$ cat config.mk
export PLATFORM = sky130hd
export DESIGN_NAME = rv_mem_stage
export DESIGN_NICKNAME = d
export VERILOG_FILES = /design/src/rtl/rv_mem_stage.sv
export SDC_FILE = /design/constraint.sdc
export NUM_CORES = 1
export LEC_CHECK = 0
export CAP_MARGIN = 15
export CORE_UTILIZATION = 41
export DETAILED_ROUTE_END_ITERATION = 16
export PLACE_DENSITY = 0.81
export SLEW_MARGIN = 20
export SYNTH_ARGS = -nofsm -noshare
export SYNTH_HDL_FRONTEND = slang
export SYNTH_SLANG_ARGS = --single-unit
$ cat constraint.sdc
create_clock -name i_clk -period 2.4 [get_ports i_clk]
set_input_delay 0.48 -clock i_clk [delete_from_list [all_inputs] [get_ports i_clk]]
set_output_delay 0.48 -clock i_clk [all_outputs]
set_load 0.005 [all_outputs]
$ cat src/rtl/rv_mem_stage.sv
// ---------------------------------------------------------------------------
// rv_mem_stage
//
// Memory-access stage that sits directly after the second ALU stage. Loads and
// stores go out on the data bus through a req/ack handshake. Every other
// instruction, and any instruction already marked for a trap, passes its ALU
// result straight through to writeback with one cycle of latency. While a bus
// access is in flight, o_ready is low so the upstream stage stalls.
//
// Parameters
//   DADDR_SPACE_BITS : width of the data bus address (truncated effective addr)
//   EXTENSION_Zicsr  : 1 forwards i_to_trap to o_to_trap, 0 ties it to zero
//
// Optional feature macro
//   RV_MEM_MISALIGN_TRAP_EN : when defined, a misaligned half or word access
//                             traps instead of going to the bus. When it is
//                             undefined, o_trap_misalign stays at 0 and the
//                             address is aligned down with no check.
//
// Ports
//   i_clk, i_reset          : clock, synchronous active-high reset
//   i_flush                 : pipeline flush
//   i_valid / o_ready       : upstream handshake
//   i_result, i_add         : ALU result, effective address
//   i_load, i_store         : access type
//   i_reg_write, i_rd       : destination register write enable / index
//   i_wdata, i_wsel         : lane-replicated store data, byte enables
//   i_funct3                : access size and sign (B/H/W/BU/HU)
//   i_to_trap               : trap already pending on this instruction
//   o_d_req .. o_d_wsel     : data bus request side
//   i_d_ack, i_d_rdata      : data bus response side
//   o_valid .. o_to_trap    : writeback entry
//   o_trap_misalign         : misaligned access flag
// ---------------------------------------------------------------------------
module rv_mem_stage #(
  parameter int DADDR_SPACE_BITS = 32,
  parameter int EXTENSION_Zicsr  = 1
) (
  input  logic                        i_clk,
  input  logic                        i_reset,
  input  logic                        i_flush,
  input  logic                        i_valid,
  output logic                        o_ready,
  input  logic [31:0]                 i_result,
  input  logic [31:0]                 i_add,
  input  logic                        i_load,
  input  logic                        i_store,
  input  logic                        i_reg_write,
  input  logic [4:0]                  i_rd,
  input  logic [31:0]                 i_wdata,
  input  logic [3:0]                  i_wsel,
  input  logic [2:0]                  i_funct3,
  input  logic                        i_to_trap,
  output logic                        o_d_req,
  output logic                        o_d_we,
  output logic [DADDR_SPACE_BITS-1:0] o_d_addr,
  output logic [31:0]                 o_d_wdata,
  output logic [3:0]                  o_d_wsel,
  input  logic                        i_d_ack,
  input  logic [31:0]                 i_d_rdata,
  output logic                        o_valid,
  output logic                        o_reg_write,
  output logic [4:0]                  o_rd,
  output logic [31:0]                 o_wb_data,
  output logic                        o_to_trap,
  output logic                        o_trap_misalign
);

  typedef enum logic [1:0] {
    IDLE  = 2'd0,
    BUSY  = 2'd1,
    DRAIN = 2'd2
  } state_t;

  localparam logic ZICSR_EN = (EXTENSION_Zicsr != 0);

  state_t      state;
  logic [1:0]  lane_q;
  logic [2:0]  funct3_q;
  logic [4:0]  rd_q;
  logic        reg_write_q;
  logic        store_q;
  logic        kill_q;

  logic        accept;
  logic        is_mem;
  logic        misalign;
  logic        kill_now;

  // Select the byte or half lane that the low address bits point at, then
  // sign- or zero-extend it. funct3[2] marks the unsigned variants, and
  // funct3[1:0] gives the size. Size code 2'b11 is not a legal load, so it
  // is treated as a full word.
  function automatic logic [31:0] extend_load(input logic [31:0] rdata,
                                              input logic [1:0]  lane,
                                              input logic [2:0]  funct3);
    logic [7:0]  b;
    logic [15:0] h;
    logic [31:0] r;
    case (lane)
      2'd0:    b = rdata[7:0];
      2'd1:    b = rdata[15:8];
      2'd2:    b = rdata[23:16];
      default: b = rdata[31:24];
    endcase
    h = lane[1] ? rdata[31:16] : rdata[15:0];
    case (funct3[1:0])
      2'b00:   r = funct3[2] ? {24'h0, b} : {{24{b[7]}}, b};
      2'b01:   r = funct3[2] ? {16'h0, h} : {{16{h[15]}}, h};
      default: r = rdata;
    endcase
    return r;
  endfunction

  assign o_ready = (state == IDLE);
  assign accept  = i_valid & o_ready & ~i_flush;
  assign is_mem  = (i_load | i_store) & ~i_to_trap;

`ifdef RV_MEM_MISALIGN_TRAP_EN
  // A half access must have an even address, and a word access must have
  // bits [1:0] equal to zero. funct3[1] set means word (or the illegal 2'b11).
  assign misalign = (i_funct3[1:0] == 2'b01 && i_add[0]) ||
                    (i_funct3[1] && (i_add[1:0] != 2'b00));
`else
  assign misalign = 1'b0;
`endif

  // If a flush arrives in the same cycle as the ack, the entry is killed in
  // the same way as a flush that arrived earlier in BUSY.
  assign kill_now = kill_q | i_flush;

  // Single state machine. All outputs toward writeback and the bus are
  // registered here. Once a bus access starts, it always runs to completion.
  // A flush only clears the writeback valid when DRAIN is reached.
  always_ff @(posedge i_clk) begin
    if (i_reset) begin
      state           <= IDLE;
      lane_q          <= 2'b00;
      funct3_q        <= 3'b000;
      rd_q            <= 5'd0;
      reg_write_q     <= 1'b0;
      store_q         <= 1'b0;
      kill_q          <= 1'b0;
      o_d_req         <= 1'b0;
      o_d_we          <= 1'b0;
      o_d_addr        <= '0;
      o_d_wdata       <= 32'h0;
      o_d_wsel        <= 4'h0;
      o_valid         <= 1'b0;
      o_reg_write     <= 1'b0;
      o_rd            <= 5'd0;
      o_wb_data       <= 32'h0;
      o_to_trap       <= 1'b0;
      o_trap_misalign <= 1'b0;
    end else begin
      case (state)
        IDLE: begin
          if (accept && is_mem && !misalign) begin
            state       <= BUSY;
            lane_q      <= i_add[1:0];
            funct3_q    <= i_funct3;
            rd_q        <= i_rd;
            reg_write_q <= i_reg_write;
            store_q     <= i_store;
            kill_q      <= 1'b0;
            o_d_req     <= 1'b1;
            o_d_we      <= i_store;
            o_d_addr    <= {i_add[DADDR_SPACE_BITS-1:2], 2'b00};
            o_d_wdata   <= i_wdata;
            o_d_wsel    <= i_store ? i_wsel : 4'b1111;
            o_valid     <= 1'b0;
            o_reg_write <= 1'b0;
            o_to_trap   <= 1'b0;
            o_trap_misalign <= 1'b0;
          end else if (accept && is_mem) begin
            o_valid         <= 1'b1;
            o_reg_write     <= 1'b0;
            o_rd            <= i_rd;
            o_wb_data       <= i_result;
            o_to_trap       <= ZICSR_EN;
            o_trap_misalign <= 1'b1;
          end else if (accept) begin
            o_valid         <= 1'b1;
            o_reg_write     <= i_reg_write & ~i_to_trap;
            o_rd            <= i_rd;
            o_wb_data       <= i_result;
            o_to_trap       <= ZICSR_EN & i_to_trap;
            o_trap_misalign <= 1'b0;
          end else begin
            o_valid         <= 1'b0;
            o_reg_write     <= 1'b0;
            o_to_trap       <= 1'b0;
            o_trap_misalign <= 1'b0;
          end
        end

        BUSY: begin
          o_valid     <= 1'b0;
          o_reg_write <= 1'b0;
          if (i_d_ack) begin
            state       <= DRAIN;
            o_d_req     <= 1'b0;
            kill_q      <= 1'b0;
            o_valid     <= ~kill_now;
            o_reg_write <= reg_write_q & ~store_q & ~kill_now;
            o_rd        <= rd_q;
            o_wb_data   <= store_q ? 32'h0 :
                           extend_load(i_d_rdata, lane_q, funct3_q);
            o_to_trap   <= 1'b0;
          end else if (i_flush) begin
            kill_q <= 1'b1;
          end
        end

        DRAIN: begin
          state       <= IDLE;
          o_valid     <= 1'b0;
          o_reg_write <= 1'b0;
        end

        default: begin
          state   <= IDLE;
          o_d_req <= 1'b0;
          o_valid <= 1'b0;
          o_reg_write <= 1'b0;
        end
      endcase
    end
  end

endmodule

==> results.txt, run 1 <==
run status: finished, final reports clean
worst path required time: 1920 ps
Seq/Total Area, Yosys: 46.4%
drt first-iter violations: 419
reg-to-reg startpoint: state[0]
P per Cell Area: 646 mW/mm²
crit end category: output port
Seq cells post-synth: 122
worst-path maximum fanout: 9
number of buffers added for setup after CTS: 0
Yosys cell types: 39
Critical Setup Path Class: register to output port
Mapped Avg Cell Area: 8.01 µm²
vias in the first global route: 5297
reg-to-reg endpoint: o_wb_data[24]
DIE AREA: 0.0133 mm²
initial antenna violation count: 0
Clk pin slew, worst setup/hold paths: 50 ps
synth warn: 0
Vias: 5629
WP data arrival: 1690 ps
Hold Path Depth: 2
final worst-path cycle share: 90.4%
gr usage total: 27.2%
clk_skew: 8.26 ps
CORE AREA: 0.0126 mm²
Pre-antenna DRT Iters: 5
CTS Buf Count: 17
hold worst-path end: lane_q[1]
count leader, synth: nand2_1
Setup-failing EPs final: 0
Max clock buf depth: 2
reg2reg path depth: 5
largest net degree at the start of global routing: 68
Max Cap Violations: 0
Net count, final: 1050
worst-skew pair later-pin latency: 410 ps
Post-synth EDFFs: 0
worst hold path class: input pin to register
starting density of the core: 41.9%
unrepaired setup endpoints after global routing: no
# rows: 41
first-pass GRT wire length: 27.5 mm
Die Wd: 115 µm
# H-tree levels: 4
Die Span Y: 115 µm
cts hold-fix bufs: 0
mux contribution to synthesized area: 1.76%
grt total ovfl: 0
post-synthesis async set-or-reset flop share: 0%
largest area contributor in the netlist: dfxtp_1
DRC Markers: 0
Post-Synth Simple-Gate Area: 21.4%
Synth Instances: 658
Routed WL: 18.0 mm
dominant cells by area after synthesis: dfxtp_1, nand2_1, a21oi_1, a221oi_1, nor2_1
P&R area growth vs syn: 63.6%
largest family of logic cells by synthesized area: compound AO/OA/AOI/OAI gates
final hold vios: 0
clock sinks: 122
Setup TNS: 0 ps
pins over their slew limit: 0
min-delay src: i_reset
final core utilization: 68.6%
Tmin final: 2170 ps
Synth top area share: 46.4%
TritonCTS clock tree: done
VDD IR max: 0.000502 V
Placer Congestion: 0.892
top_reg_cell synth: dfxtp_1
clk root buf: clkbuf_16
Adder-Cell Fraction of Synth Area: 0%
IO Count: 261
HPWL Detailed: 12.8 mm
wire per inst: 16.6 µm
port buffer count: 257
vias per cell: 5.18
ant diodes: 0
Startpoint Class: register
post-cts gate resize count: 0
Synth Area in XOR/XNOR: 0%
Synth Area in Compound Gates: 24.2%
Max Fclk: 461 MHz
share of cells above drive strength 1: 7.99%
Routed Antenna Nets: 0
worst reg2reg setup slack: 410 ps
fill count: 1041
static leakage: 3.05 nW
synthesized area: 0.00527 mm²
most frequent cells after synthesis: nand2_1, dfxtp_1, a21oi_1
## layer usage
metal	routed length (µm)	vias up	global-route usage, %	share of wire, %
met3	1730	37	10.1	9.6
met2	8870	248	45.0	49
met5	0	-	0	0
li1	-	2758	-	-
met4	406	0	11.2	2.3
met1	7030	2586	31.7	39
## flip-flops by register name, indices dropped and copies added, names as in the netlist
signal       count
o_reg_write      1
o_d_wdata       32
o_valid          1
rd_q             5
lane_q           2
o_d_addr        30
state            2
o_wb_data       32
o_rd             5
kill_q           1
o_d_req          1
o_to_trap        1
funct3_q         3
reg_write_q      1
store_q          1
o_d_wsel         4
## layout make-up
cell class	instances	area [µm²]	area share, %
multi-input combinational	467	2500	29.1
clock inverter	12	148	1.71
clock buffer	20	447	5.18
inverter	14	52.6	0.610
tap	172	215	2.50
sequential	122	2440	28.3
timing repair buffer	279	2810	32.6
## critical path: stages, from the launching register on
cell,delay (ps)
dfxtp_1,400
nor2_1,270
clkdlybuf4s50_1,600
## layout by cell type (no fill, tap or decap), drive strengths merged, types with 2 or more instances in the layout
master / count
mux2: 2
bufinv: 3
dfxtp: 122
nor3: 16
o21ai: 20
clkinv: 6
clkdlybuf4s50: 256
nand3: 3
o22ai: 16
clkbuf: 20
inv: 15
a211oi: 19
mux2i: 7
a311oi: 5
clkinvlp: 2
o21a: 6
buf: 23
nor3b: 6
nor2b: 2
conb: 3
nor2: 45
a21oi: 93
and2: 3
and3: 8
a21boi: 2
nand2: 165
nand2b: 9
a221oi: 30
## worst max path at each step
stage / startpoint / depth (start not counted) / end / slack, ps
floorplan: funct3_q[1] / 7 / o_wb_data[22] / 640
global placement: i_flush / 7 / o_wb_data[13] / 210
detailed placement: i_flush / 7 / o_wb_data[8] / 140
CTS: state[1] / 2 / o_ready / 190
global route: state[1] / 2 / o_ready / 130
finish: state[1] / 2 / o_ready / 230
## where the power goes
group | leakage [nW] | total [mW] | internal (mW) | switching [mW]
Sequential | 0.992 | 2.16 | 2.11 | 0.0487
Clock | 0.290 | 2.57 | 1.65 | 0.921
Combinational | 1.77 | 0.830 | 0.491 | 0.339
## cell families (layout without fill, tap and decap cells)
| family | after synthesis | in the layout |
|---|---|---|
| and+or+nand+nor | 260 | 260 |
| AOI/OAI and AO/OA | 195 | 195 |
| DFF | 122 | 122 |
| buffers and inverters | 71 | 325 |
| muxes | 9 | 9 |
| other | 1 | 3 |
## stage by stage
| stage | hold WS [ps] | std cells | setup slack (ps) | power (mW) | cell area [µm²] |
|---|---|---|---|---|---|
| after floorplan | 437 | 660 | 640 | 2.51 | 5280 |
| final | 375 | 1086 | 231 | 5.57 | 8620 |
| after global routing | 371 | 1086 | 135 | 5.78 | 8620 |
| after detailed placement | 446 | 1054 | 142 | 3.03 | 8030 |
| after CTS | 358 | 1086 | 194 | 5.60 | 8620 |
| after global placement | 441 | 1054 | 207 | 3.02 | 8030 |
No activity file was read; power rests on OpenSTA's default activity.
==> run 2: changes to the inputs <==
--- a/config.mk
+++ b/config.mk
@@ -7,6 +7,7 @@
 export LEC_CHECK = 0
 export CAP_MARGIN = 15
 export CORE_UTILIZATION = 41
+export CTS_CLUSTER_SIZE = 30
 export DETAILED_ROUTE_END_ITERATION = 16
 export PLACE_DENSITY = 0.81
 export SLEW_MARGIN = 20
==> results of run 2 <==
Same layout as run 1: the final DEF is identical, and so are final timing and power.
==> run 3: changes to the inputs <==
--- a/config.mk
+++ b/config.mk
@@ -10,6 +10,7 @@
 export CTS_CLUSTER_SIZE = 30
 export DETAILED_ROUTE_END_ITERATION = 16
 export PLACE_DENSITY = 0.81
+export RECOVER_POWER = 50
 export SLEW_MARGIN = 20
 export SYNTH_ARGS = -nofsm -noshare
 export SYNTH_HDL_FRONTEND = slang
==> results.txt, run 3 (synthesized netlist as in run 1, its figures left out) <==
Setup TNS: 0 ps
commonest non-fill, non-tap cell in the layout: nand2_1
DRC Markers: 0
starting density of the core: 41.9%
port buffer count: 257
IO Count: 261
P per Cell Area: 644 mW/mm²
sequence of cells on the critical path: dlygate4sd3_1 -> nor4b_1 -> clkbuf_1 -> nand2_1 -> buf_6 -> nand2_1 -> a21oi_1
worst path required time: 2680 ps
delay-heaviest family, CP: buffers and inverters
P_sw: 1.30 mW
Routed Antenna Nets: 0
gr usage total: 27.2%
Clock Power Share: 46.5%
combinational share of power: 14.4%
share of cells above drive strength 1: 7.33%
# H-tree levels: 4
# rows: 41
worst hold path class: input pin to register
wire per inst: 16.5 µm
number of cells after detailed placement: 1054
VDD IR max: 0.000502 V
CP max-delay cell: dlygate4sd3_1
HPWL Detailed: 12.8 mm
Net count, final: 1050
ant diodes: 0
DIE AREA: 0.0133 mm²
clock sinks: 122
TritonCTS clock tree: done
Routed WL: 18.0 mm
Clk pin slew, worst setup/hold paths: 50 ps
Setup-failing EPs final: 0
static leakage: 3.33 nW
Startpoint Class: input pin
Slew @ Worst Pin: 657 ps
vias in the first global route: 5297
P&R area growth vs syn: 62.9%
Max Fclk: 438 MHz
Internal: 4.23 mW
final hold vios: 0
biggest regs: o_d_wdata: 32 flops, o_wb_data: 32 flops, o_d_addr: 30 flops
fill count: 1052
first-pass GRT wire length: 27.5 mm
clk_skew: 7.54 ps
post-cts gate resize count: 0
crit end category: register
number of buffers added for setup after CTS: 0
Seq pwr share: 39.1%
grt total ovfl: 0
Die Span Y: 115 µm
WP data arrival: 2560 ps
final worst-path cycle share: 95.1%
worst-path maximum fanout: 37
max_slew headroom: 56.2%
max incr delay on CP: 580 ps
Die Wd: 115 µm
drt first-iter violations: 374
worst-skew pair later-pin latency: 410 ps
Tmin final: 2280 ps
Max clock buf depth: 2
most frequent cells in the layout: nand2_1, clkdlybuf4s50_1, dfxtp_1, dlygate4sd3_1, a21oi_1
Crit path top cell by count: nand2_1
clk root buf: clkbuf_16
run status: finished, final reports clean
Max Cap Violations: 0
Pre-antenna DRT Iters: 5
Vias: 5658
Placer Congestion: 0.892
Layout Cells excl Fill: 1086
vias per cell: 5.21
switching share of power: 23.5%
CTS Buf Count: 17
Critical Setup Path Class: input pin to register
CORE AREA: 0.0126 mm²
cts hold-fix bufs: 0
unrepaired setup endpoints after global routing: no
pins over their slew limit: 0
CP bufs+invs: 3
initial antenna violation count: 0
largest net degree at the start of global routing: 68
-- run 3: cell count changes in the layout (fill, tap and decap cells not counted), sizes merged --
cell / previous run / this run
buf: 23 / 19
clkdlybuf4s50: 256 / 156
dlygate4sd3: 0 / 100
clkbuf: 20 / 24
-- run 3: layout make-up --
cell class	instances	area [µm²]	area share, %
clock buffers	20	447	5.21
clock inverters	12	148	1.72
inverters	14	52.6	0.613
multi-input cells	467	2490	29.0
flip-flops and latches	122	2440	28.5
well taps	172	215	2.51
repair buffers	279	2790	32.5
-- run 3: power by group through the flow --
stage               clock (mW)  sequential, mW  combinational, mW
floorplan                    0            2.21              0.302
global placement             0            2.20              0.816
detailed placement           0            2.21              0.821
CTS                       2.61            2.16              0.829
global route              2.71            2.17              0.860
finish                    2.57            2.16              0.796
-- run 3: through the flow --
| step | setup WS, ps | utilization (%) | power (mW) | hold WS, ps | area (µm²) |
|---|---|---|---|---|---|
| after floorplan | 640 | - | 2.51 | 437 | 5280 |
| after global placement | 207 | 63.9 | 3.02 | 441 | 8030 |
| after detailed placement | 142 | 63.9 | 3.03 | 446 | 8030 |
| after CTS | 194 | 68.6 | 5.60 | 358 | 8620 |
| after global routing | 74.3 | 68.3 | 5.74 | 371 | 8580 |
| final | 117 | 68.3 | 5.53 | 375 | 8580 |
-- run 3: worst paths after layout --
check / from / endpoint / slack, ps / cells past startpoint
worst min register to register: o_d_wdata[11] / o_d_wdata[11] / 450 / 2
worst max register to register: state[1] / o_d_wdata[12] / 320 / 6
worst max-delay path: i_flush / o_d_wdata[12] / 120 / 7
worst min-delay path: i_reset / lane_q[1] / 370 / 2
-- run 3: metal layers --
layer / vias up / GRT usage (%) / wire length (µm)
li1: 2767 / - / -
met1: 2576 / 31.7 / 6890
met2: 275 / 45.0 / 8850
met3: 40 / 10.1 / 1770
met4: 0 / 11.2 / 446
met5: - / 0 / 0
==> edit 1, RTL diff (flow settings as in run 3) <==
The parameter `DADDR_SPACE_BITS` goes from 32 to 16.
--- a/src/rtl/rv_mem_stage.sv
+++ b/src/rtl/rv_mem_stage.sv
@@ -33,7 +33,7 @@
 //   o_trap_misalign         : misaligned access flag
 // ---------------------------------------------------------------------------
 module rv_mem_stage #(
-  parameter int DADDR_SPACE_BITS = 32,
+  parameter int DADDR_SPACE_BITS = 16,
   parameter int EXTENSION_Zicsr  = 1
 ) (
   input  logic                        i_clk,
Interface: changed (resized o_d_addr); port bits go from 261 to 245. The function was not compared with the original's and may differ.
==> edit 1 against run 3 <==
  * First-iteration DRC count fell by 20%
  * Via count fell by 12%
  * Sequential cell count fell by 16
  * Fmax rose by 7.6%
  * Sequential share of layout area rose by 0.27 points
  * Worst setup slack improved by 0.16 ns
  * Total power fell by 27%
  * Cell area fell by 14%
  * Combinational power fell by 10%
  * Area after synthesis fell by 12%
  * Final cell count fell by 14%
  * Global-route usage fell by 1.1 points
  * Routed wire length fell by 14%
  * Largest cell class unchanged
==> edit 1: results (changes against run 3) <==
- Reg-to-Reg End: o_wb_data[20]$_SDFFE_PP0P_
- Largest net degree at the start of global routing: 48 (-29%)
- Gpl congestion: 0.842 (-5.6%)
- Leakage: 2.90 nW (-13%)
- Num CTS Buffers: 9 (-8)
- Worst hold endpoint: o_d_wdata[10]$_SDFFE_PP0P_
- Yosys cell types: 44 (+13%)
- Fraction of layout cells with a size suffix above 1: 7.28% (-0.053 points)
- Synth Area per Inst: 8.03 um2 (+0.30%)
- Largest fanout on the critical path: 10 (-73%)
- # resized after CTS: 0 (unchanged)
- Top cells by count, synth: nand2_1 (125), dfxtp_1 (106), a21oi_1 (79), nor2_1 (59), clkbuf_1 (28)
- IO Port Bufs: 225 (-12%)
- First-pass GRT wire length: 23900 um (-13%)
- Worst slack at placement: 0.0732 ns (-0.0685 ns)
- DP Wirelength: 11700 um (-8.0%)
- DR iter-0 viols: 298 (-20%)
- WHS: 0.453 ns (+0.0782 ns)
- Number of global-route vias before repair: 4860 (-8.2%)
- Reg2reg path depth: 5 (-1)
- Vias/cell: 5.31 (+2.0%)
- Max VDD drop: 0.000309 V (-38%)
- Clock-pin slew on the worst setup and hold paths: 0.07 ns (+0.02 ns)
- Wire per inst: 16.5 um (about the same)
- Biggest regs: o_d_wdata x32, o_wb_data x32, o_d_addr x14
- R2r startpoint: state[0]$_SDFFE_PP0P_
- Skew-Pair Late Insertion Delay: 0.34 ns (-0.07 ns)
- Slowest stage delay, CP: 0.63 ns (+0.05 ns)
- Nets@finish: 941 (-10%)
- Sequential area share after synthesis: 45.6% (-0.80 points)
- CTS Buffer Depth: 2 (unchanged)
- CP startpoint: i_store
- Status: finished, final reports clean
- Worst hold path type: flip-flop to flip-flop
- H-tree depth: 3 (-1)
- Worst endpoint data arrival time: 2.38 ns (-0.18 ns)
- Slew HR: 56.1% (-0.11 points)
- Top post-synthesis cells by area: dfxtp_1 (46%), nand2_1 (10%), a21oi_1 (8.5%)
- Min-Delay Startpoint: o_d_wdata[10]$_SDFFE_PP0P_
- Total Routing Usage GR: 26.2% (-1.1 points)
- Setup slack on the worst flop-to-flop path: 0.54 ns (+0.22 ns)
- Dpl cells: 921 (-13%)
- Clock skew: 0.00448 ns (-0.00306 ns)
edit 1: critical path, delay by kind of cell:
family                 cells  cell delay [ns]
AOI/OAI and AO/OA          2             0.59
buffers and inverters      1             0.63
and+or+nand+nor            2             0.67
edit 1: metal layers:
| metal | global-route usage [%] | vias up | routed length [um] |
|---|---|---|---|
| met5 | 0 | - | 0 |
| met3 | 7.84 | 22 | 1450 |
| met2 | 47.0 | 209 | 7660 |
| li1 | - | 2436 | - |
| met4 | 9.94 | 0 | 269 |
| met1 | 28.8 | 2312 | 6100 |
edit 1: power by group:
group | total (mW) | internal [mW] | switching [mW]
logic | 0.714 | 0.415 | 0.299
registers | 1.88 | 1.84 | 0.0417
clock network | 1.47 | 0.814 | 0.654
total | 4.06 | 3.07 | 0.995
edit 1: per-stage QoR:
stage,instance area [um2],power (mW)
final,7380,4.06
after detailed placement,7100,2.66
after CTS,7380,4.12
after global placement,7100,2.65
after floorplan,4660,2.19
after global routing,7380,4.22
edit 1: kinds of logic (layout without fill, tap and decap cells):
| group | count (synthesis) | in the layout | share of synthesized area, % |
|---|---|---|---|
| compound gates | 172 | 172 | 23.9 |
| simple gates | 230 | 230 | 21.8 |
| buf+inv | 56 | 271 | 5.37 |
| other cells | 1 | 3 | 0.0805 |
| flops | 106 | 106 | 45.6 |
| mux | 15 | 15 | 3.30 |
edit 1: final cells by class:
class / instances / area [um2]
fill: 901 / 3550
timing repair buffer: 246 / 2470
multi-input combinational: 420 / 2290
sequential: 106 / 2120
clock buffer: 12 / 236
tap: 140 / 175
clock inverter: 4 / 51.3
inverter: 9 / 33.8
edit 1: how the worst max path moves through the flow:
stage	end	slack, ns	cells past startpoint
final	o_reg_write$_SDFF_PP0_	0.28	5
after floorplan	o_wb_data[26]$_SDFFE_PP0P_	0.57	6
after CTS	o_ready	0.37	2
after detailed placement	o_wb_data[12]$_SDFFE_PP0P_	0.07	6
after global placement	o_wb_data[14]$_SDFFE_PP0P_	0.11	7
after global routing	o_reg_write$_SDFF_PP0_	0.12	5
==> edit 2, RTL diff (settings of run 3) <==
Made on the original files. Make the reset (`i_reset`) asynchronous in one clocked block. Comments in the files are not updated.
--- a/src/rtl/rv_mem_stage.sv
+++ b/src/rtl/rv_mem_stage.sv
@@ -132,7 +132,7 @@
   // Single state machine. All outputs toward writeback and the bus are
   // registered here. Once a bus access starts, it always runs to completion.
   // A flush only clears the writeback valid when DRAIN is reached.
-  always_ff @(posedge i_clk) begin
+  always_ff @(posedge i_clk or posedge i_reset) begin
     if (i_reset) begin
       state           <= IDLE;
       lane_q          <= 2'b00;
Behaviour: differs if i_reset is asserted again (counterexample within 4 cycles, from zero or initial values and one cycle with i_reset high); with i_reset held inactive, the same outputs for 4 cycles.
==> edit 2 against run 3 <==
  * Worst setup slack improved by 0.022 ns
  * Area after synthesis up 7.8%
  * Cell area is 6.1% higher
  * Critical endpoint is now o_ready
  * First-iteration DRC count is 11% lower
  * Highest routed layer unchanged
  * Via count down 8.6%
  * Routed wire length is 2.2% higher
  * Worst hold slack improved by 0.11 ns
  * Non-clock buffer count fell by 2
  * Sequential cell count stayed put
Power is not compared: it rests on default switching activity, and its combinational part moved more than twofold at a synthesized area within 25%.
==> edit 2: results (changes against run 3) <==
- Worst Tran Pin Value: 0.781 ns (+0.124 ns)
- Clock-cell share: 7.19% (+0.26 points)
- Fraction of layout cells with a size suffix above 1: 17.1% (+9.8 points)
- First-pass GRT wire length: 28800 um (+4.8%)
- Status: finished, final reports clean
- Multi-input combinational area share: 25.7% (-3.2 points)
- FF+latch area: 3050 um2 (+25%)
- Post-synth ARST share: 100% (+100 points)
- Yosys cell types: 45 (+15%)
- Mux contribution to synthesized area: 15.6% (+14 points)
- Compound-Gate Fraction of Synth Area: 19.0% (-5.1 points)
- M3 GR Usage: 8.75% (-1.3 points)
- DP Wirelength: 13400 um (+5.0%)
- Clock skew: 0.00664 ns (-0.000898 ns)
- WHS: 0.484 ns (+0.109 ns)
- Top post-synthesis cells by area: dfrtp_1 (54%), mux2_2 (13%), o21a_1 (3.7%)
- Worst slack at placement: 0.101 ns (-0.0404 ns)
- Largest fanout on the critical path: 13 (-65%)
- Final WL: 18400 um (+2.2%)
- CLK BUF: 22 (+10%)
- Vias/cell: 5.50 (+5.6%)
- Top cells by count, synth: dfrtp_1 (122), mux2_2 (68), o21ai_0 (42), nand2_1 (35), o21a_1 (28)
- Post-synthesis cell count: 487 (-26%)
- DR iter-0 viols: 334 (-11%)
- Core ar.: 13300 um2 (+6.2%)
- Largest net degree at the start of global routing: 59 (-13%)
- M2 GR Usage: 45.5% (+0.49 points)
- Post-synth top flop: dfrtp_1
- # resized after CTS: 0 (unchanged)
- Non-clk bufs: 277 (-0.72%)
- Number of logic inverters in the finished layout: 12 (-2)
- Met2 WL post-DR: 9280 um (+4.8%)
- Routed length on met3: 1760 um (-0.17%)
- Seq_cells: 122 (unchanged)
- Fillers: 973 (-7.5%)
- M1 GR Usage: 30.5% (-1.3 points)
- Number of global-route vias before repair: 5458 (+3.0%)
- Area after DPL: 8470 um2 (+5.6%)
- Sequential area share after synthesis: 53.8% (+7.4 points)
- Total Routing Usage GR: 26.6% (-0.62 points)
- Dpl cells: 908 (-14%)
- Design Area, Final: 9100 um2 (+6.1%)
- Worst path slowest cell: dfrtp_1
- Signal buffers share of area: 30.6% (-1.9 points)
- Multi-input gates: 321 (-31%)
- Final period util: 94.2% (-0.91 points)
- Worst hold path type: flip-flop to flip-flop
- Met1 Wirelength: 6790 um (-1.4%)
- Nets@finish: 900 (-14%)
==> edit 2: cell count changes after synthesis, moves of 26 or more <==
cell and delta:
dfrtp_1 +122, a21oi_1 -70, mux2_2 +66, a221oi_1 -30, nor2_1 -26, dfxtp_1 -122, nand2_1 -130
==> edit 2: worst paths after layout <==
path                                 startpoint  cells past startpoint                        end
hold reg to reg             o_d_req$_DFFE_PP0P_                      1        o_d_req$_DFFE_PP0P_
setup / recovery           state[0]$_DFFE_PP0P_                      2                    o_ready
setup reg to reg           state[0]$_DFFE_PP0P_                      5    o_d_addr[3]$_DFFE_PP0P_
hold / removal              o_d_req$_DFFE_PP0P_                      1        o_d_req$_DFFE_PP0P_
min in group asynchronous               i_reset                      2   o_d_addr[23]$_DFFE_PP0P_
max in group asynchronous               i_reset                      3  o_wb_data[20]$_DFFE_PP0P_
